==> src/rtl/fifo_pkg.sv <==
// Shared types and default sizing for the byte FIFO.
// The top and its controller both pull defaults from here.
package fifo_pkg;
  localparam int FIFO_WIDTH  = 8;
  localparam int FIFO_DEPTH  = 8;
  localparam int FIFO_ADDR_W = 3;

  typedef logic [FIFO_WIDTH-1:0]  word_t;
  typedef logic [FIFO_ADDR_W-1:0] ptr_t;
endpackage

==> src/rtl/fifo_controller.sv <==
// Pointer, occupancy and accept logic for the byte FIFO.
// Flags are decoded from the registered count only.
module fifo_controller
  import fifo_pkg::*;
#(
  parameter int DEPTH  = FIFO_DEPTH,
  parameter int ADDR_W = $clog2(DEPTH)
) (
  input  logic              clock,
  input  logic              reset_n,
  input  logic              write_en,
  input  logic              read_en,
  output logic [ADDR_W-1:0] write_pointer,
  output logic [ADDR_W-1:0] read_pointer,
  output logic              full,
  output logic              empty,
  output logic              write_strobe,
  output logic              read_strobe
);

  localparam logic [ADDR_W:0] CNT_FULL = (ADDR_W+1)'(DEPTH);

  logic [ADDR_W:0] count;

  assign full  = (count == CNT_FULL);
  assign empty = (count == '0);

  // A pop frees a slot, so a write into a full FIFO is fine alongside it.
  assign read_strobe  = read_en & ~empty;
  assign write_strobe = write_en & (~full | read_strobe);

  always_ff @(posedge clock or negedge reset_n) begin
    if (!reset_n) begin
      write_pointer <= '0;
      read_pointer  <= '0;
      count         <= '0;
    end else begin
      if (write_strobe)
        write_pointer <= write_pointer + 1'b1;
      if (read_strobe)
        read_pointer <= read_pointer + 1'b1;
      unique case (1'b1)
        write_strobe & ~read_strobe:
          count <= count + 1'b1;
        read_strobe & ~write_strobe:
          count <= count - 1'b1;
        default:
          count <= count;
      endcase
    end
  end

endmodule

==> src/rtl/fifo.sv <==
// Single-clock byte FIFO: storage array plus registered pop data.
// Pointer and flag bookkeeping lives in fifo_controller.
module fifo
  import fifo_pkg::*;
#(
  parameter int WIDTH = FIFO_WIDTH,
  parameter int DEPTH = FIFO_DEPTH
) (
  input  logic             clock,
  input  logic             reset_n,
  input  logic             write_en,
  input  logic             read_en,
  input  logic [WIDTH-1:0] data_in,
  output logic [WIDTH-1:0] data_out,
  output logic             full,
  output logic             empty
);

  localparam int ADDR_W = $clog2(DEPTH);

  logic [WIDTH-1:0]  mem [DEPTH];
  logic [ADDR_W-1:0] wptr;
  logic [ADDR_W-1:0] rptr;
  logic              wr_stb;
  logic              rd_stb;

  fifo_controller #(
    .DEPTH  (DEPTH),
    .ADDR_W (ADDR_W)
  ) u_ctrl (
    .clock         (clock),
    .reset_n       (reset_n),
    .write_en      (write_en),
    .read_en       (read_en),
    .write_pointer (wptr),
    .read_pointer  (rptr),
    .full          (full),
    .empty         (empty),
    .write_strobe  (wr_stb),
    .read_strobe   (rd_stb)
  );

  // Storage is deliberately left unreset.
  always_ff @(posedge clock) begin
    if (wr_stb)
      mem[wptr] <= data_in;
  end

  always_ff @(posedge clock or negedge reset_n) begin
    if (!reset_n)
      data_out <= '0;
    else if (rd_stb)
      data_out <= mem[rptr];
  end

endmodule

==> config.mk <==
export PLATFORM = sky130hd
export DESIGN_NAME = fifo
export DESIGN_NICKNAME = d
export VERILOG_FILES = /design/src/rtl/fifo_pkg.sv /design/src/rtl/fifo_controller.sv /design/src/rtl/fifo.sv
export SDC_FILE = /design/constraint.sdc
export NUM_CORES = 1
export LEC_CHECK = 0
export ABC_CLOCK_PERIOD_IN_PS = 2500
export CAP_MARGIN = 40
export CORE_MARGIN = 4
export CORE_UTILIZATION = 50
export DETAILED_ROUTE_END_ITERATION = 7
export PLACE_DENSITY = 0.79
export SLEW_MARGIN = 15
export SYNTH_ARGS = -nofsm -noshare
export SYNTH_HDL_FRONTEND = slang
export SYNTH_SLANG_ARGS = --single-unit
==> constraint.sdc <==
create_clock -name clock -period 2.5 [get_ports clock]
set_input_delay 0.25 -clock clock [delete_from_list [all_inputs] [get_ports clock]]
set_output_delay 0.25 -clock clock [all_outputs]
set_load 0.005 [all_outputs]
==> flow_summary.json, run 1 <==
{
  "postSynthCellCount": 210,
  "finalSetupTns_ns": 0,
  "initial_utilization_pct": 52.5,
  "cts_tree": "yes",
  "finalClockSkew_ns": 0.0110,
  "required_ns": 2.25,
  "fin_area_um2": 3960,
  "layout_min_cycle_time_ns": 2.22,
  "io_pins": 22,
  "dpl_cell_area_um2": 3730,
  "crit_path_start_kind": "flop",
  "hp-class": "in2async",
  "finalSetupViolCount": 0,
  "fp.dieW_um": 90.4,
  "r2r-start": "u_ctrl.count[1]",
  "die-area_um2": 8170,
  "synth-xor-area-share_pct": 2.07,
  "critPathMaxFanout": 5,
  "synth_area_um2": 3390,
  "worst_pin_slew_ns": 0.684,
  "cts_buffers": 9,
  "clockBufferDepth": 2,
  "end_kind": "primary output",
  "clk_latency_ns": 0.35,
  "max_freq_ghz": 0.451,
  "cts_htree_levels": 3,
  "avgSynthCellArea_um2": 16.2,
  "cts_setup_buffers": 0,
  "rsz0062_at_grt": "no",
  "fin_cells": 327,
  "yosys.area_share.adder_pct": 2.07,
  "final.period_utilization_pct": 88.7,
  "layout_commonest_cell": "edfxtp_1",
  "ant_nets": 0,
  "worstSetupStartpoint": "u_ctrl.count[1]",
  "synth-compound-area-share_pct": 7.12,
  "cts_sinks": 82,
  "cts_resized": 0,
  "yosys_warnings": 0,
  "grt_pass1_vias": 1853,
  "synth-simple-area-share_pct": 5.05,
  "drive_above_1_share_pct": 19.6,
  "arrival_ns": 1.97,
  "yosysUniqueCellTypes": 37,
  "seq_area_frac_synth_pct": 69.9,
  "dr_total_vias": 1831,
  "die_y_um": 90.4,
  "cts-root-buf": "clkbuf_8",
  "drv_cap": 0,
  "drt_pass1_iterations": 4,
  "ys_seq_elements": 82,
  "dp.cells": 310,
  "placementRows": 29,
  "leakage_nw": 1.46,
  "relSlewSlack_pct": 54.2,
  "path_class": "reg2out",
  "dp_hpwl_um": 3840,
  "final_cell_mix": "edfxtp_1 (64), clkdlybuf4s50_1 (21), mux2i_1 (18), dfrtp_1 (18)",
  "nets": 262,
  "peakVddDrop_uv": 493,
  "hold_viol_final": 0,
  "diodes": 0,
  "grt_max_degree": 35,
  "grt_pass1_wl_um": 9720,
  "syn_nets": 227,
  "port_buffers": 21,
  "track_usage_pct": 15.8,
  "outcome": "completed",
  "gp_congestion": 0.728,
  "p_per_area_nw_per_um2": 1130,
  "ctsHoldBuffers": 0,
  "grt_overflow": 0,
  "fillCellCount": 493,
  "drt-total-wl_um": 5900,
  "drt-initial-drc-count": 135,
  "routedWlPerCell_um": 18.0,
  "clk_pin_slew_worst_paths_ns": 0.08,
  "drcViolationCount": 0,
  "slew_violations": 0,
  "antenna_found_initial": 0,
  "synthMuxAreaShare_pct": 11.4,
  "synth_top_family_by_area": "multiplexers",
  "core-area_um2": 6460,
  "via_per_inst": 5.60,
  "syn2layout_area_growth_pct": 16.7
}
## worst max-delay path, cell delays in order (launching register included)
cell             delay [ns]
dfrtp_1                0.45
or4b_4                 0.60
inv_1                  0.08
clkdlybuf4s50_1        0.49
## sequential cells by signal, indices dropped and copies added (netlist names)
name,count
mem,64
u_ctrl.read_pointer,3
data_out,8
u_ctrl.write_pointer,3
u_ctrl.count,4
## power breakdown
group / total [mW] / internal (mW) / switching [mW]
clock network: 1.05 / 0.568 / 0.482
registers: 1.98 / 1.78 / 0.200
logic: 1.44 / 0.736 / 0.706
total: 4.47 / 3.08 / 1.39
## Yosys cell counts (all sizes together)
master / count / area, um^2
nor2: 6 / 22.5
or2: 1 / 6.26
o21a: 1 / 7.51
buf: 8 / 57.6
nor3b: 2 / 15.0
a221o: 8 / 80.1
edfxtp: 64 / 1920
or4b: 1 / 13.8
a21o: 1 / 7.51
o22ai: 8 / 50.1
mux2i: 18 / 180
a311oi: 1 / 26.3
or3: 1 / 11.3
a21oi: 1 / 5.00
nand2: 16 / 60.1
nor4b: 1 / 8.76
dfrtp: 18 / 450
ha: 4 / 50.1
inv: 5 / 18.8
clkbuf: 1 / 3.75
fa: 1 / 20.0
nor2b: 1 / 6.26
o211ai: 1 / 7.51
xnor2: 5 / 43.8
o21ai: 9 / 48.8
nor3: 3 / 15.0
mux2: 18 / 206
xor2: 3 / 26.3
nor4: 1 / 6.26
o41ai: 1 / 8.76
nand2b: 1 / 6.26
## kinds of logic after synthesis
family,after synthesis
mux,36
simple gates,34
buf+inv,14
flops,82
xor+xnor,8
compound gates,31
fa+ha+maj,5
## worst paths after layout
path / slack [ns] / endpoint / cells past startpoint
worst min-delay path: 0.09 / u_ctrl.count[3] / 1
min in group clock: 0.48 / data_out[1] / 2
worst min register to register: 0.48 / data_out[1] / 2
worst max-delay path: 0.28 / full / 3
max in group asynchronous: 2.06 / data_out[0] / 2
worst max register to register: 0.29 / u_ctrl.count[3] / 8
## routing by layer
layer	vias up	part of all wire, %	routed length (um)	track usage, %
met5	-	0	0	0
met3	7	4.8	286	3.00
li1	872	-	-	-
met2	47	48	2840	23.6
met4	0	1.2	70	8.42
met1	905	46	2710	21.8
## area by class of cell
| cell class | count | area (um^2) | share of cell area [%] |
|---|---|---|---|
| clock buffer | 10 | 128 | 3.22 |
| clock inverter | 6 | 90.1 | 2.27 |
| inverter | 5 | 18.8 | 0.474 |
| multi-input combinational | 114 | 947 | 23.9 |
| sequential | 82 | 2370 | 59.9 |
| tap | 77 | 96.3 | 2.43 |
| timing repair buffer | 33 | 308 | 7.77 |
## stage by stage
stage                     util (%)  total power [mW]  setup WS (ns)  hold slack, ns
after floorplan                  -              3.00          0.385         -0.0456
after global placement        57.7              3.39          0.283           0.466
after detailed placement      57.7              3.45          0.181           0.474
after CTS                     61.1              4.52          0.280           0.379
after global routing          61.3              4.75          0.114          0.0771
final                         61.3              4.47          0.282          0.0869
Note: power is estimated with default switching activity, not from simulation.
==> run 2, diff against run 1 <==
Settings changed: CORE_UTILIZATION 50 to 40, PLACE_DENSITY 0.79 to 0.68.
==> flow_summary.json, run 2 (synthesis gave the netlist of run 1 again) <==
{
  "cell_internal_pwr_mw": 3.00,
  "drt_pass1_iterations": 4,
  "finalClockSkew_ns": 0.0103,
  "clockBufferDepth": 2,
  "worst_pin_slew_ns": 0.719,
  "largest_register_ffs": 64,
  "cts_resized": 0,
  "port_buffers": 21,
  "outcome": "completed",
  "reg.largest.list": "mem x64, data_out x8, u_ctrl.count x4",
  "finalSetupViolCount": 0,
  "fp.dieW_um": 100,
  "p_per_area_nw_per_um2": 1100,
  "fillCellCount": 684,
  "grt_max_degree": 35,
  "pwr-share-clk_pct": 21.5,
  "path_class": "reg2reg",
  "grt_pass1_wl_um": 9660,
  "switchingPower_mw": 1.41,
  "p_sw_share_pct": 31.9,
  "cts-root-buf": "clkbuf_8",
  "seq_power_share_pct": 44.9,
  "arrival_ns": 2.46,
  "top_register": "mem",
  "ctsHoldBuffers": 0,
  "hold_viol_final": 0,
  "critPathMaxFanout": 5,
  "dr_total_vias": 1836,
  "syn2layout_area_growth_pct": 17.9,
  "cts_tree": "yes",
  "clk_pin_slew_worst_paths_ns": 0.08,
  "layout_min_cycle_time_ns": 2.19,
  "grt_pass1_vias": 1788,
  "die-area_um2": 10000,
  "io_pins": 22,
  "cts_sinks": 82,
  "ant_nets": 0,
  "antenna_found_initial": 0,
  "dp_hpwl_um": 3890,
  "routedWlPerCell_um": 17.2,
  "grt_overflow": 0,
  "finalPower_mw": 4.41,
  "drive_above_1_share_pct": 20.4,
  "die_y_um": 100,
  "initial_utilization_pct": 41.3,
  "cts_setup_buffers": 0,
  "rsz0062_at_grt": "no",
  "final_cell_mix": "edfxtp_1 (64), clkdlybuf4s50_1 (21), mux2i_1 (18), dfrtp_1 (18)",
  "placementRows": 33,
  "track_usage_pct": 13.0,
  "nets": 262,
  "hp-class": "in2async",
  "core-area_um2": 8220,
  "drt-total-wl_um": 6100,
  "crit_path_start_kind": "flop",
  "max_freq_ghz": 0.457,
  "layout_commonest_cell": "edfxtp_1",
  "relSlewSlack_pct": 51.9,
  "drcViolationCount": 0,
  "drt-initial-drc-count": 88,
  "drv_cap": 0,
  "end_kind": "flop",
  "diodes": 0,
  "peakVddDrop_uv": 333,
  "cts_buffers": 9,
  "leakage_nw": 1.46,
  "slew_violations": 0,
  "via_per_inst": 5.17,
  "cts_htree_levels": 3,
  "clk_latency_ns": 0.35,
  "comb_power_share_pct": 33.7,
  "finalSetupTns_ns": 0,
  "final.period_utilization_pct": 87.5,
  "required_ns": 2.77,
  "gp_congestion": 0.733
}
## run 2: cell types whose count changed in the layout (fill, tap and decap cells not counted), sizes merged
cell    previous run  this run
bufinv             2         1
clkinv             1         3
clkbuf            10         9
## run 2: per-layer routing
layer  track usage (%)  wire, um
met1              17.1      2830
met5                 0         0
met4              5.28        83
met2              21.0      2980
met3              2.92       212
## run 2: cell type report
cell class / count / area [um^2] / share of cell area [%]
Timing Repair Buffer: 33 / 320 / 8.01
Clock buffer: 9 / 124 / 3.10
Tap cell: 105 / 131 / 3.29
Clock inverter: 7 / 77.6 / 1.94
Sequential cell: 82 / 2370 / 59.3
Inverter: 5 / 18.8 / 0.469
Multi-Input combinational cell: 114 / 953 / 23.8
## run 2: final timing paths
check | start | endpoint | slack [ns] | cells past startpoint
max in group asynchronous | reset_n | data_out[4] | 2.09 | 2
hold / removal | reset_n | u_ctrl.write_pointer[2] | 0.07 | 1
min in group clock | data_out[5] | data_out[5] | 0.49 | 2
hold reg to reg | data_out[5] | data_out[5] | 0.49 | 2
setup reg to reg | u_ctrl.count[1] | u_ctrl.count[3] | 0.31 | 8
setup / recovery | u_ctrl.count[1] | u_ctrl.count[3] | 0.31 | 8
## run 2: critical path, cell delays in order (launching register included)
cell	delay, ns
dfrtp_1	0.45
o41ai_2	0.38
or2_1	0.21
inv_1	0.08
ha_1	0.27
a21o_1	0.17
a21oi_1	0.17
mux2i_1	0.23
xor2_1	0.16
## run 2: power groups by stage
| stage | registers (mW) | logic [mW] | clock network, mW |
|---|---|---|---|
| 3_3_place_gp | 2.00 | 1.48 | 0 |
| 5_1_grt | 2.02 | 1.62 | 1.04 |
| 2_1_floorplan | 1.95 | 1.05 | 0 |
| 6_report | 1.98 | 1.49 | 0.948 |
| 4_1_cts | 1.98 | 1.51 | 0.974 |
| 3_5_place_dp | 2.01 | 1.50 | 0 |
## run 2: per-stage QoR
| stage | instance area [um^2] | worst slack, ns | cells | util, % | hold slack, ns |
|---|---|---|---|---|---|
| finish | 4000 | 0.312 | 355 | 48.7 | 0.0680 |
| floorplan | 3390 | 0.385 | 210 | - | -0.0456 |
| global route | 4000 | 0.166 | 355 | 48.7 | 0.0605 |
| global placement | 3780 | 0.293 | 338 | 46.0 | 0.468 |
| detailed placement | 3780 | 0.225 | 338 | 46.0 | 0.477 |
| CTS | 3980 | 0.291 | 354 | 48.5 | 0.403 |
==> run 3, diff against run 2 <==
Settings changed: CTS_BUF_LIST set to sky130_fd_sc_hd__clkbuf_4, GPL_TIMING_DRIVEN set to 0.
==> flow_summary.json, run 3 (synthesis gave the netlist of run 1 again) <==
{
  "required_ns": 2.25,
  "finalSetupViolCount": 0,
  "initial_utilization_pct": 41.3,
  "ant_nets": 0,
  "finalClockSkew_ns": 0.0165,
  "hp-class": "reg2reg",
  "cp_slowest_cell": "or4b_4",
  "diodes": 0,
  "clk_pin_slew_worst_paths_ns": 0.14,
  "fin_ws_ns": 0.194,
  "relSlewSlack_pct": 50.7,
  "p_per_area_nw_per_um2": 1080,
  "grt_pass1_wl_um": 9200,
  "placementRows": 33,
  "drcViolationCount": 0,
  "hold_start": "data_out[2]",
  "dr_total_vias": 1824,
  "drt-total-wl_um": 5720,
  "syn2layout_area_growth_pct": 16.7,
  "grt_overflow": 0,
  "r2r-start": "u_ctrl.count[1]",
  "routedWlPerCell_um": 16.0,
  "slew_violations": 0,
  "hold-worst-slack_ns": 0.498,
  "cts_htree_levels": 3,
  "drive_above_1_share_pct": 21.0,
  "largest_register_ffs": 64,
  "cp_top_family": "simple AND/OR/NAND/NOR gates",
  "layout_commonest_cell": "edfxtp_1",
  "outcome": "completed",
  "dp_hpwl_um": 3990,
  "dpl_cell_area_um2": 3780,
  "ff2ff_setup_slack_ns": 0.24,
  "max_freq_ghz": 0.434,
  "drt_pass1_iterations": 4,
  "die-area_um2": 10000,
  "crit_path_start_kind": "flop",
  "place_worst_setup_slack_ns": 0.0125,
  "arrival_ns": 2.06,
  "gp_congestion": 0.742,
  "rsz0062_at_grt": "no",
  "antenna_found_initial": 0,
  "cts_sinks": 82,
  "nets": 264,
  "via_per_inst": 5.11,
  "track_usage_pct": 12.3,
  "cts-root-buf": "clkbuf_4",
  "top_register": "mem",
  "final_cell_mix": "edfxtp_1 (64), clkdlybuf4s50_1 (21), mux2i_1 (18), dfrtp_1 (18)",
  "io_pins": 22,
  "hold_viol_final": 0,
  "cts_buffers": 9,
  "final.period_utilization_pct": 92.2,
  "core-area_um2": 8220,
  "layout_min_cycle_time_ns": 2.31,
  "critPathMaxFanout": 5,
  "crit_chain": "or4b_4 -> inv_1 -> clkdlybuf4s50_1",
  "die_y_um": 100,
  "worstSetupStartpoint": "u_ctrl.count[1]",
  "cts_tree": "yes",
  "cts_setup_buffers": 0,
  "path_class": "reg2out",
  "leakage_nw": 1.43,
  "finalSetupTns_ns": 0,
  "clk_latency_ns": 0.42,
  "worst_pin_slew_ns": 0.737,
  "drv_cap": 0,
  "reg.largest.list": "mem x64, data_out x8, u_ctrl.count x4",
  "end_kind": "primary output",
  "crit_path_max_incr_delay_ns": 0.60,
  "peakVddDrop_uv": 317,
  "path_buf_inv": 2,
  "port_buffers": 21,
  "grt_max_degree": 19,
  "fp.dieW_um": 100,
  "grt_pass1_vias": 1766,
  "clockBufferDepth": 2,
  "fin_area_um2": 3960,
  "drt-initial-drc-count": 70
}
-- run 3: cell types whose count changed in the layout (fill, tap and decap cells not counted), sizes merged --
cell / before / now
dlygate4sd3: 0 / 1
clkbuf: 9 / 10
-- run 3: per-stage QoR --
stage	total power [mW]	std cells	util (%)
3_3_place_gp	3.45	336	45.4
2_1_floorplan	3.00	210	-
3_5_place_dp	3.52	339	46.0
6_report	4.26	357	48.2
4_1_cts	4.29	355	47.8
5_1_grt	4.53	357	48.2
-- run 3: report_power, final --
| group | internal [mW] | switching, mW | leakage [nW] | total, mW |
|---|---|---|---|---|
| Sequential | 1.78 | 0.189 | 0.794 | 1.97 |
| Clock | 0.312 | 0.466 | 0.0746 | 0.778 |
| Combinational | 0.772 | 0.739 | 0.566 | 1.51 |
| Total | 2.86 | 1.39 | 1.43 | 4.26 |
-- run 3: cell type report --
class | count | area, um^2
Fill cell | 703 | 4260
Sequential cell | 82 | 2370
Multi-Input combinational cell | 114 | 980
Timing Repair Buffer | 26 | 253
Tap cell | 105 | 131
Clock inverter | 7 | 76.3
Clock buffer | 9 | 67.6
Buffer | 9 | 61.3
Inverter | 5 | 18.8
-- run 3: per-layer routing --
layer / track usage (%) / up-vias / part of all wire (%)
li1: - / 879 / -
met1: 16.5 / 902 / 47
met2: 19.3 / 35 / 48
met3: 2.71 / 8 / 3.3
met4: 5.60 / 0 / 1.9
met5: 0 / - / 0
-- run 3: final timing paths --
kind / end / cells after the start
worst max-delay path: full / 3
worst min-delay path: data_out[2] / 2
worst max register to register: u_ctrl.count[3] / 8
worst min register to register: data_out[2] / 2
max in group asynchronous: data_out[0] / 3
min in group asynchronous: u_ctrl.write_pointer[0] / 2
-- run 3: tightest hold or removal path, cell delays in order (launching register included) --
cell and delay (ns):
dfrtp_1 0.36, nand2_1 0.05, o21ai_1 0.06
-- run 3: timing repair --
item | 4_1_cts | 5_1_grt
hold buffers | 0 | 1
gates resized for setup | 0 | 1
setup endpoints to repair | 0 | 1
endpoints found under the hold margin | 0 | 2
